===== config.mk =====
export PLATFORM = sky130hd
export DESIGN_NAME = prng_health_monitor
export DESIGN_NICKNAME = d
export VERILOG_FILES = /design/src/rtl/prng_pkg.sv /design/src/rtl/prng_popcount.sv /design/src/rtl/prng_health_monitor.sv
export SDC_FILE = /design/constraint.sdc
export NUM_CORES = 1
export LEC_CHECK = 0
export ABC_AREA = 1
export CAP_MARGIN = 30
export CORE_MARGIN = 2
export CORE_UTILIZATION = 35
export DETAILED_ROUTE_END_ITERATION = 10
export SETUP_SLACK_MARGIN = 0.02
export SYNTH_ARGS = -nofsm -noshare
export SYNTH_HDL_FRONTEND = slang
export SYNTH_SLANG_ARGS = --single-unit

===== constraint.sdc =====
create_clock -name clk -period 3.5 [get_ports clk]
set_clock_uncertainty 0.15 [all_clocks]
set_input_delay 0.7 -clock clk [delete_from_list [all_inputs] [get_ports clk]]
set_output_delay 0.7 -clock clk [all_outputs]
set_load 0.03 [all_outputs]

===== src/rtl/prng_pkg.sv =====
// rtl/prng_pkg.sv - shared state encoding and default constants for the PRNG health monitor
package prng_pkg;

    typedef enum logic [1:0] {
        ST_IDLE  = 2'd0,
        ST_RUN   = 2'd1,
        ST_EVAL  = 2'd2,
        ST_ALARM = 2'd3
    } state_t;

    localparam int          DEF_WINDOW    = 256;
    localparam int          DEF_REP_LIMIT = 4;
    localparam int          DEF_ONES_LO   = 3900;
    localparam int          DEF_ONES_HI   = 4292;
    localparam logic [31:0] DEF_SEED_CA   = 32'h0000_0001;
    localparam logic [31:0] DEF_SEED_LFSR = 32'hACE1_2468;

endpackage


===== src/rtl/prng_popcount.sv =====
// rtl/prng_popcount.sv - combinational ones count of an N-bit word
module prng_popcount #(
    parameter int N  = 32,
    parameter int PW = $clog2(N + 1)
) (
    input  logic [N-1:0]  data,
    output logic [PW-1:0] count
);

    always_comb begin
        count = '0;
        for (int i = 0; i < N; i++) begin
            count = count + PW'(data[i]);
        end
    end

endmodule


===== src/rtl/prng_health_monitor.sv =====
// rtl/prng_health_monitor.sv - repetition-count and monobit health tests on a PRNG word stream
module prng_health_monitor
    import prng_pkg::*;
#(
    parameter int N         = 32,
    parameter int WINDOW    = DEF_WINDOW,
    parameter int REP_LIMIT = DEF_REP_LIMIT,
    parameter int ONES_LO   = DEF_ONES_LO,
    parameter int ONES_HI   = DEF_ONES_HI,
    parameter int CW        = $clog2(WINDOW * N + 1)
) (
    input  logic          clk,
    input  logic          reset,
    input  logic          enable,
    input  logic          clear_fail,
    input  logic          s_valid,
    input  logic [N-1:0]  s_data,
    output logic          s_ready,
    output logic          window_done,
    output logic [CW-1:0] window_ones,
    output logic          mono_fail,
    output logic          rep_fail,
    output logic          busy
);

    localparam int PW = $clog2(N + 1);
    localparam int WC = $clog2(WINDOW + 1);
    localparam int RW = $clog2(REP_LIMIT + 1);

    state_t        state, state_n;
    logic [CW-1:0] ones_acc;
    logic [CW-1:0] ones_sum;
    logic [WC-1:0] word_cnt;
    logic [RW-1:0] rep_cnt;
    logic [RW-1:0] rep_cnt_n;
    logic [N-1:0]  last_word;
    logic          last_valid;
    logic [PW-1:0] pop;
    logic          accept;
    logic          run_accept;
    logic          rep_hit;
    logic          last_of_window;
    logic          mono_bad;
    logic          set_rep;
    logic          set_mono;

    prng_popcount #(.N(N), .PW(PW)) u_popcount (
        .data  (s_data),
        .count (pop)
    );

    assign s_ready        = (state == ST_RUN) || (state == ST_ALARM);
    assign window_done    = (state == ST_EVAL);
    assign busy           = (state == ST_RUN) || (state == ST_EVAL);
    assign accept         = s_valid && s_ready;
    assign ones_sum       = ones_acc + CW'(pop);
    assign rep_cnt_n      = (last_valid && (s_data == last_word)) ? rep_cnt + RW'(1) : RW'(1);
    assign rep_hit        = (rep_cnt_n == RW'(REP_LIMIT));
    assign last_of_window = (word_cnt == WC'(WINDOW - 1));
    assign mono_bad       = (window_ones < CW'(ONES_LO)) || (window_ones > CW'(ONES_HI));
    // with enable low the accept is still taken but may not fail or close the window
    assign run_accept     = (state == ST_RUN) && enable && accept;
    assign set_rep        = run_accept && rep_hit;
    assign set_mono       = (state == ST_EVAL) && mono_bad;

    always_ff @(posedge clk or posedge reset) begin
        if (reset) begin
            state <= ST_IDLE;
        end else begin
            state <= state_n;
        end
    end

    always_comb begin
        state_n = state;
        case (state)
            ST_IDLE: begin
                if (enable) state_n = ST_RUN;
            end
            ST_RUN: begin
                if (!enable)                          state_n = ST_IDLE;
                else if (set_rep)                     state_n = ST_ALARM;
                else if (run_accept && last_of_window) state_n = ST_EVAL;
            end
            ST_EVAL: begin
                if (mono_bad)    state_n = ST_ALARM;
                else if (enable) state_n = ST_RUN;
                else             state_n = ST_IDLE;
            end
            ST_ALARM: begin
                if (clear_fail) state_n = ST_IDLE;
            end
            default: state_n = ST_IDLE;
        endcase
    end

    always_ff @(posedge clk or posedge reset) begin
        if (reset) begin
            ones_acc    <= '0;
            word_cnt    <= '0;
            rep_cnt     <= '0;
            last_word   <= '0;
            last_valid  <= 1'b0;
            window_ones <= '0;
            mono_fail   <= 1'b0;
            rep_fail    <= 1'b0;
        end else begin
            case (state)
                ST_IDLE: begin
                    ones_acc   <= '0;
                    word_cnt   <= '0;
                    rep_cnt    <= '0;
                    last_valid <= 1'b0;
                end
                ST_RUN: begin
                    if (accept) begin
                        ones_acc   <= ones_sum;
                        word_cnt   <= word_cnt + WC'(1);
                        rep_cnt    <= rep_cnt_n;
                        last_word  <= s_data;
                        last_valid <= 1'b1;
                        if (run_accept && !rep_hit && last_of_window) begin
                            window_ones <= ones_sum;
                        end
                    end
                end
                // repetition state deliberately survives the window boundary
                ST_EVAL: begin
                    ones_acc <= '0;
                    word_cnt <= '0;
                end
                default: ;
            endcase
            rep_fail  <= set_rep  || (rep_fail  && !clear_fail);
            mono_fail <= set_mono || (mono_fail && !clear_fail);
        end
    end

endmodule


# Word level (Yosys, flattened, before mapping)
# Index checks and enable logic that the tools add are counted.
dict set report word_totals {
  ff_bits 77
  input_bits 37
  elab_cells 99
}
dict set report op_classes {
  n_addsub 34
  magnitude_cmp 2
  eq_ne 10
  mux 17
  reduce_logical 27
}
# operator n
set ops {}
lappend ops {{6-bit by 1-bit adder with 6-bit output} 30}
lappend ops {{32-bit == test} 1}
lappend ops {{14-bit case mux with 2 select lines} 1}
lappend ops {{9-bit case mux with 2 select lines} 1}
lappend ops {{14-bit by 6-bit adder with 14-bit output} 1}
lappend ops {{14-bit by 13-bit > comparator with 1-bit output (second input constant)} 1}
lappend ops {{14-bit by 12-bit < comparator with 1-bit output (second input constant)} 1}
lappend ops {{14-bit 2-to-1 mux} 1}
lappend ops {{2-bit 2-to-1 mux} 6}
lappend ops {{1-bit logical AND} 11}
lappend ops {{9-bit by 1-bit adder with 9-bit output (second input constant)} 1}
lappend ops {{9-bit by 8-bit == test with 1-bit output (second input constant)} 1}
lappend ops {{9-bit 2-to-1 mux} 1}
lappend ops {{2-bit case mux with 4 select lines} 1}
lappend ops {{3-bit 2-to-1 mux} 2}
lappend ops {{2-bit inequality test (second input constant)} 3}
lappend ops {{3-bit case mux with 2 select lines} 1}
lappend ops {{2-bit AND reduction} 3}
lappend ops {{3-bit AND reduction} 2}
lappend ops {{1-bit logical OR} 5}
lappend ops {{2-bit == test (second input constant)} 2}
lappend ops {{4-bit by 3-bit inequality test with 1-bit output (second input constant)} 1}
lappend ops {{2-bit nonzero test} 2}
lappend ops {{3-bit by 1-bit adder with 3-bit output (second input constant)} 1}
lappend ops {{other kinds (8)} 10}

# Depth between registers and ports, before layout
dict set report logic_depth {
  depth_word 34
  mapped_depth 28
}

# Hierarchy
# From an unflattened synthesis, not the netlist that was laid out.
dict set report hier_totals {
  cells_unflattened 684
  hier_area_um2 5192.5
}
# module n_inst cells_per_inst area_per_inst_um2 seq_area_each_um2
set by_module_without_submodules {}
lappend by_module_without_submodules {prng_health_monitor 1 593 4383.0 1926.8}
lappend by_module_without_submodules {prng_popcount 1 91 809.5 0.0}

# Least setup slack after synthesis
# No wires, ideal clock.
dict set report synth_path {
  kind {input -> register}
  startpoint {in s_data[0]}
  endpoint {reg window_ones[11]}
  setup_time_ns 0.066
  t_arrival_ns 6.173
  t_required_ns 3.284
  setup_slack_ns -2.889
  path_stages 21
  path_buffers 0
  cell_sequence {ha_1 -> inv_1 -> fa_1 -> fa_1 -> fa_1 -> fa_1 -> fa_1 -> fa_1 -> fa_1 -> fa_1 -> o21ai_0 -> xor2_1 -> ha_1 -> a21oi_1 -> o21a_1 -> nand2_1 -> nand2_1 -> nor3_1 -> xor2_1 -> nand3_1 -> nand2_1}
}
dict set report synth_between {
  elab_chain_cells 32
  word_cells_on_any_way 40
  cone_classes {add/sub: 32; eq/ne: 2; mux: 1; reduce/logical: 5}
}
# element line_no
set synth_lines {}
lappend synth_lines {{start, declared} prng_health_monitor.sv:17} ;# input logic [N-1:0] s_data,
lappend synth_lines {{1-bit by 1-bit adder with 2-bit output} prng_popcount.sv:13} ;# count = count + PW'(data[i]);
lappend synth_lines {{6-bit by 1-bit adder with 6-bit output (30 in a row)} prng_popcount.sv:13}
lappend synth_lines {{14-bit by 6-bit adder with 14-bit output} prng_health_monitor.sv:56} ;# assign ones_sum = ones_acc + CW'(pop);
lappend synth_lines {{end signal, assigned} prng_health_monitor.sv:123} ;# window_ones <= ones_sum;
lappend synth_lines {{end, declared} prng_health_monitor.sv:20} ;# output logic [CW-1:0] window_ones,
# Several ways; a longest one is shown, not always the timed one.
# A chain may end at the register's enable or synchronous reset.

# Worst setup path after layout
dict set report layout_path {
  startpoint {in s_data[14]}
  endpoint {reg window_ones[13]}
}
dict set report layout_between {
  elab_chain_cells 19
  word_cells_on_any_way 27
  cone_classes {add/sub: 19; eq/ne: 2; mux: 1; reduce/logical: 5}
}
# element line_no
set layout_lines {}
lappend layout_lines {{6-bit by 1-bit adder with 6-bit output (18 in a row)} prng_popcount.sv:13}
lappend layout_lines {{14-bit by 6-bit adder with 14-bit output} prng_health_monitor.sv:56}
# Several ways; a longest one is shown, not always the timed one.

==> impl_metrics.env <==
export IMPL_synth_avg_cell_area_um2=7.80
export IMPL_cts_sinks=77
export IMPL_crit_required_ns=3.63
export IMPL_setup_viol=28
export IMPL_power_density_mw_per_mm2=1060
export IMPL_drt_iter0_markers=200
export IMPL_finalHoldViolCount=0
export IMPL_die_area_mm2=0.0158
export IMPL_cap_violations=0
export IMPL_overflow=0
export IMPL_clk_path_buf_depth=2
export IMPL_top_usage_layer="met2"
export IMPL_layout_commonest_cell="nand2_1"
export IMPL_dr_total_vias=4646
export IMPL_cp_end_kind="register"
export IMPL_slew_violations=0
export IMPL_dr_pass1_iters=5
export IMPL_drc=0
export IMPL_area_growth_pct=32.6
export IMPL_dieWidth_um=126
export IMPL_postCtsHoldBufs=0
export IMPL_grt_use_met1=0.234
export IMPL_clk_pin_slew_ns=0.06
export IMPL_n_fill_cell=1406
export IMPL_clockRootBuffer="clkbuf_16"
export IMPL_grt_pass1_vias=4782
export IMPL_dpl_instance_area_mm2=0.00633
export IMPL_vias_per_cell=4.82
export IMPL_cts_made_buffers=9
export IMPL_worstSetupPathType="in -> reg"
export IMPL_crit_path_end="window_ones[13]"
export IMPL_synth_fp_nets=748
export IMPL_startpoint="s_data[14]"
export IMPL_design_area_mm2=0.00688
export IMPL_status="finished with violations"
export IMPL_hold_path_class="reg -> reg"
export IMPL_rsz0062_at_grt="true"
export IMPL_layout_common_cells="nand2_1, inv_1, dfrtp_1"
export IMPL_ys_types=37
export IMPL_arrival_ns=6.46
export IMPL_max_freq_ghz=0.158
export IMPL_grt_max_degree=78
export IMPL_relSlewSlack=0.542
export IMPL_io_pins=56
export IMPL_num_antenna_cells=0
export IMPL_final_util=0.474
export IMPL_ir_worst_vdd_mv=0.858
export IMPL_critPathLaunchType="input pin"
export IMPL_power_uw=7290
export IMPL_hpwl_um=10300
export IMPL_reg2reg_slack_ns=0.94
export IMPL_nets=857
export IMPL_ys_warn_count=0
export IMPL_reg2reg_from="word_cnt[0]"
export IMPL_worst_pin_slew_ns=0.684
export IMPL_worstPathMaxFanout=4
export IMPL_antenna_found_initial=0
export IMPL_routed_wl_um=13800
export IMPL_cts_tree="done"
export IMPL_reg2reg_depth=11
export IMPL_setup_slack_ns=-2.82
export IMPL_grt_first_pass_wirelength_um=23000
export IMPL_clk_latency_ns=0.35
export IMPL_gp_congestion=0.922
export IMPL_synth_seq_cells=77
export IMPL_r2r_end="window_ones[4]"
export IMPL_core_mm2=0.0145
export IMPL_syn_inst=665
export IMPL_grt_usage=0.181
export IMPL_rows=44
export IMPL_grt_use_met2=0.301
export IMPL_fp_dieH_um=126
export IMPL_violations="negative setup slack"
export IMPL_layout_drive_gt1_share=0.191
export IMPL_syn_cell_area_mm2=0.00519
export IMPL_post_route_min_period_ns=6.32
export IMPL_grt_use_met3=0.0433
export IMPL_setup_tns_ns=-70.93
export IMPL_cts_max_level=3
export IMPL_start_util=0.357
export IMPL_wl_per_cell_um=14.3
export IMPL_leakage_uw=0.00352
export IMPL_drtAntennaViolNets=0
export IMPL_numPortBuffers=55
export IMPL_period_share=1.81
export IMPL_ys_seq_area_frac=0.371
[layer usage]
layer  up-vias  share of wire
met4         0          0.025
met3        26          0.045
met5         -              0
met1      2218           0.45
li1       2296              -
met2       106           0.48
[sequential cells by signal, summed over array words and instances, names as in the netlist]
name and flops:
last_word 32, ones_acc 14, window_ones 14, word_cnt 9, rep_cnt 3, state 2
last_valid 1, mono_fail 1, rep_fail 1
[repair_timing]
item | in CTS | in global routing
gates cloned | 0 | 0
endpoints found under the hold margin | 0 | 0
pin swaps | 41 | 43
setup buffers | 4 | 4
setup endpoints to repair | 28 | 28
resized for setup | 54 | 39
[cell type report]
cell class | count | area [um^2] | share of cell area
Multi-Input combinational cell | 457 | 3010 | 0.437
Clock inverter | 6 | 72.6 | 0.0105
Inverter | 119 | 447 | 0.0649
Tap cell | 184 | 230 | 0.0334
Clock buffer | 10 | 229 | 0.0333
Timing Repair Buffer | 110 | 972 | 0.141
Sequential cell | 77 | 1930 | 0.280
[power by group]
part / switching, uW / leakage (uW) / internal, uW
Combinational: 2590 / 0.00236 / 2410
Clock: 407 / 0.000149 / 560
Sequential: 190 / 0.00102 / 1130
Total: 3190 / 0.00352 / 4100
[cell usage after synthesis (all sizes together)]
cell / instances / area share
xor2: 14 / 0.024
nand3: 31 / 0.030
nor3b: 4 / 0.0067
or2: 6 / 0.0077
nor2: 45 / 0.035
a21o: 1 / 0.0014
fa: 25 / 0.096
o21ai: 46 / 0.044
a22o: 10 / 0.017
inv: 119 / 0.086
a21oi: 17 / 0.019
a32o: 1 / 0.0019
nor3: 6 / 0.0058
nand4: 17 / 0.023
dfrtp: 77 / 0.37
buf: 4 / 0.0051
o22ai: 3 / 0.0036
nand3b: 1 / 0.0014
nand2: 198 / 0.14
nor2b: 1 / 0.0012
clkbuf: 8 / 0.0058
xnor2: 7 / 0.012
ha: 21 / 0.051
nor4: 2 / 0.0053
o21a: 1 / 0.0014
[how the worst min path moves through the flow]
stage                     depth (start not counted)          end  slack, ns   startpoint
final                                             1  word_cnt[7]       0.32  word_cnt[7]
after floorplan                                   1  word_cnt[7]       0.29  word_cnt[7]
after global placement                            1  word_cnt[7]       0.31  word_cnt[7]
after detailed placement                          1  word_cnt[7]       0.32  word_cnt[7]
after global routing                              1  word_cnt[7]       0.35  word_cnt[7]
after CTS                                         1  word_cnt[7]       0.33  word_cnt[7]
[metrics by stage]
step | hold slack (ns) | worst slack, ns | instances
detailed placement | 0.320 | -3.43 | 939
finish | 0.324 | -2.82 | 963
floorplan | 0.294 | -2.65 | 665
global placement | 0.309 | -3.36 | 938
CTS | 0.329 | -2.93 | 959
global route | 0.345 | -2.98 | 963
[critical path, cell delays in order]
cell and delay, ns:
dlygate4sd2_1 0.26, fa_1 0.52, inv_1 0.07, fa_2 0.56, fa_1 0.43, fa_1 0.51, fa_1 0.44, fa_1 0.52
fa_2 0.43, fa_2 0.39, o21ai_2 0.13, xor2_1 0.08, ha_1 0.36, a21oi_2 0.07, o21a_1 0.19, nand2_2 0.12
nand3_4 0.11, nor2_4 0.17, xor2_2 0.18, nand3_1 0.09, nand2_1 0.11
[logic make-up after synthesis]
logic type / share of synthesized area
AOI/OAI and AO/OA: 0.0882
adders and majority gates: 0.147
DFF: 0.371
xor gates and xnor gates: 0.0354
buffers and inverters: 0.0969
and+or+nand+nor: 0.261
Power figures use the tool's default switching activity.
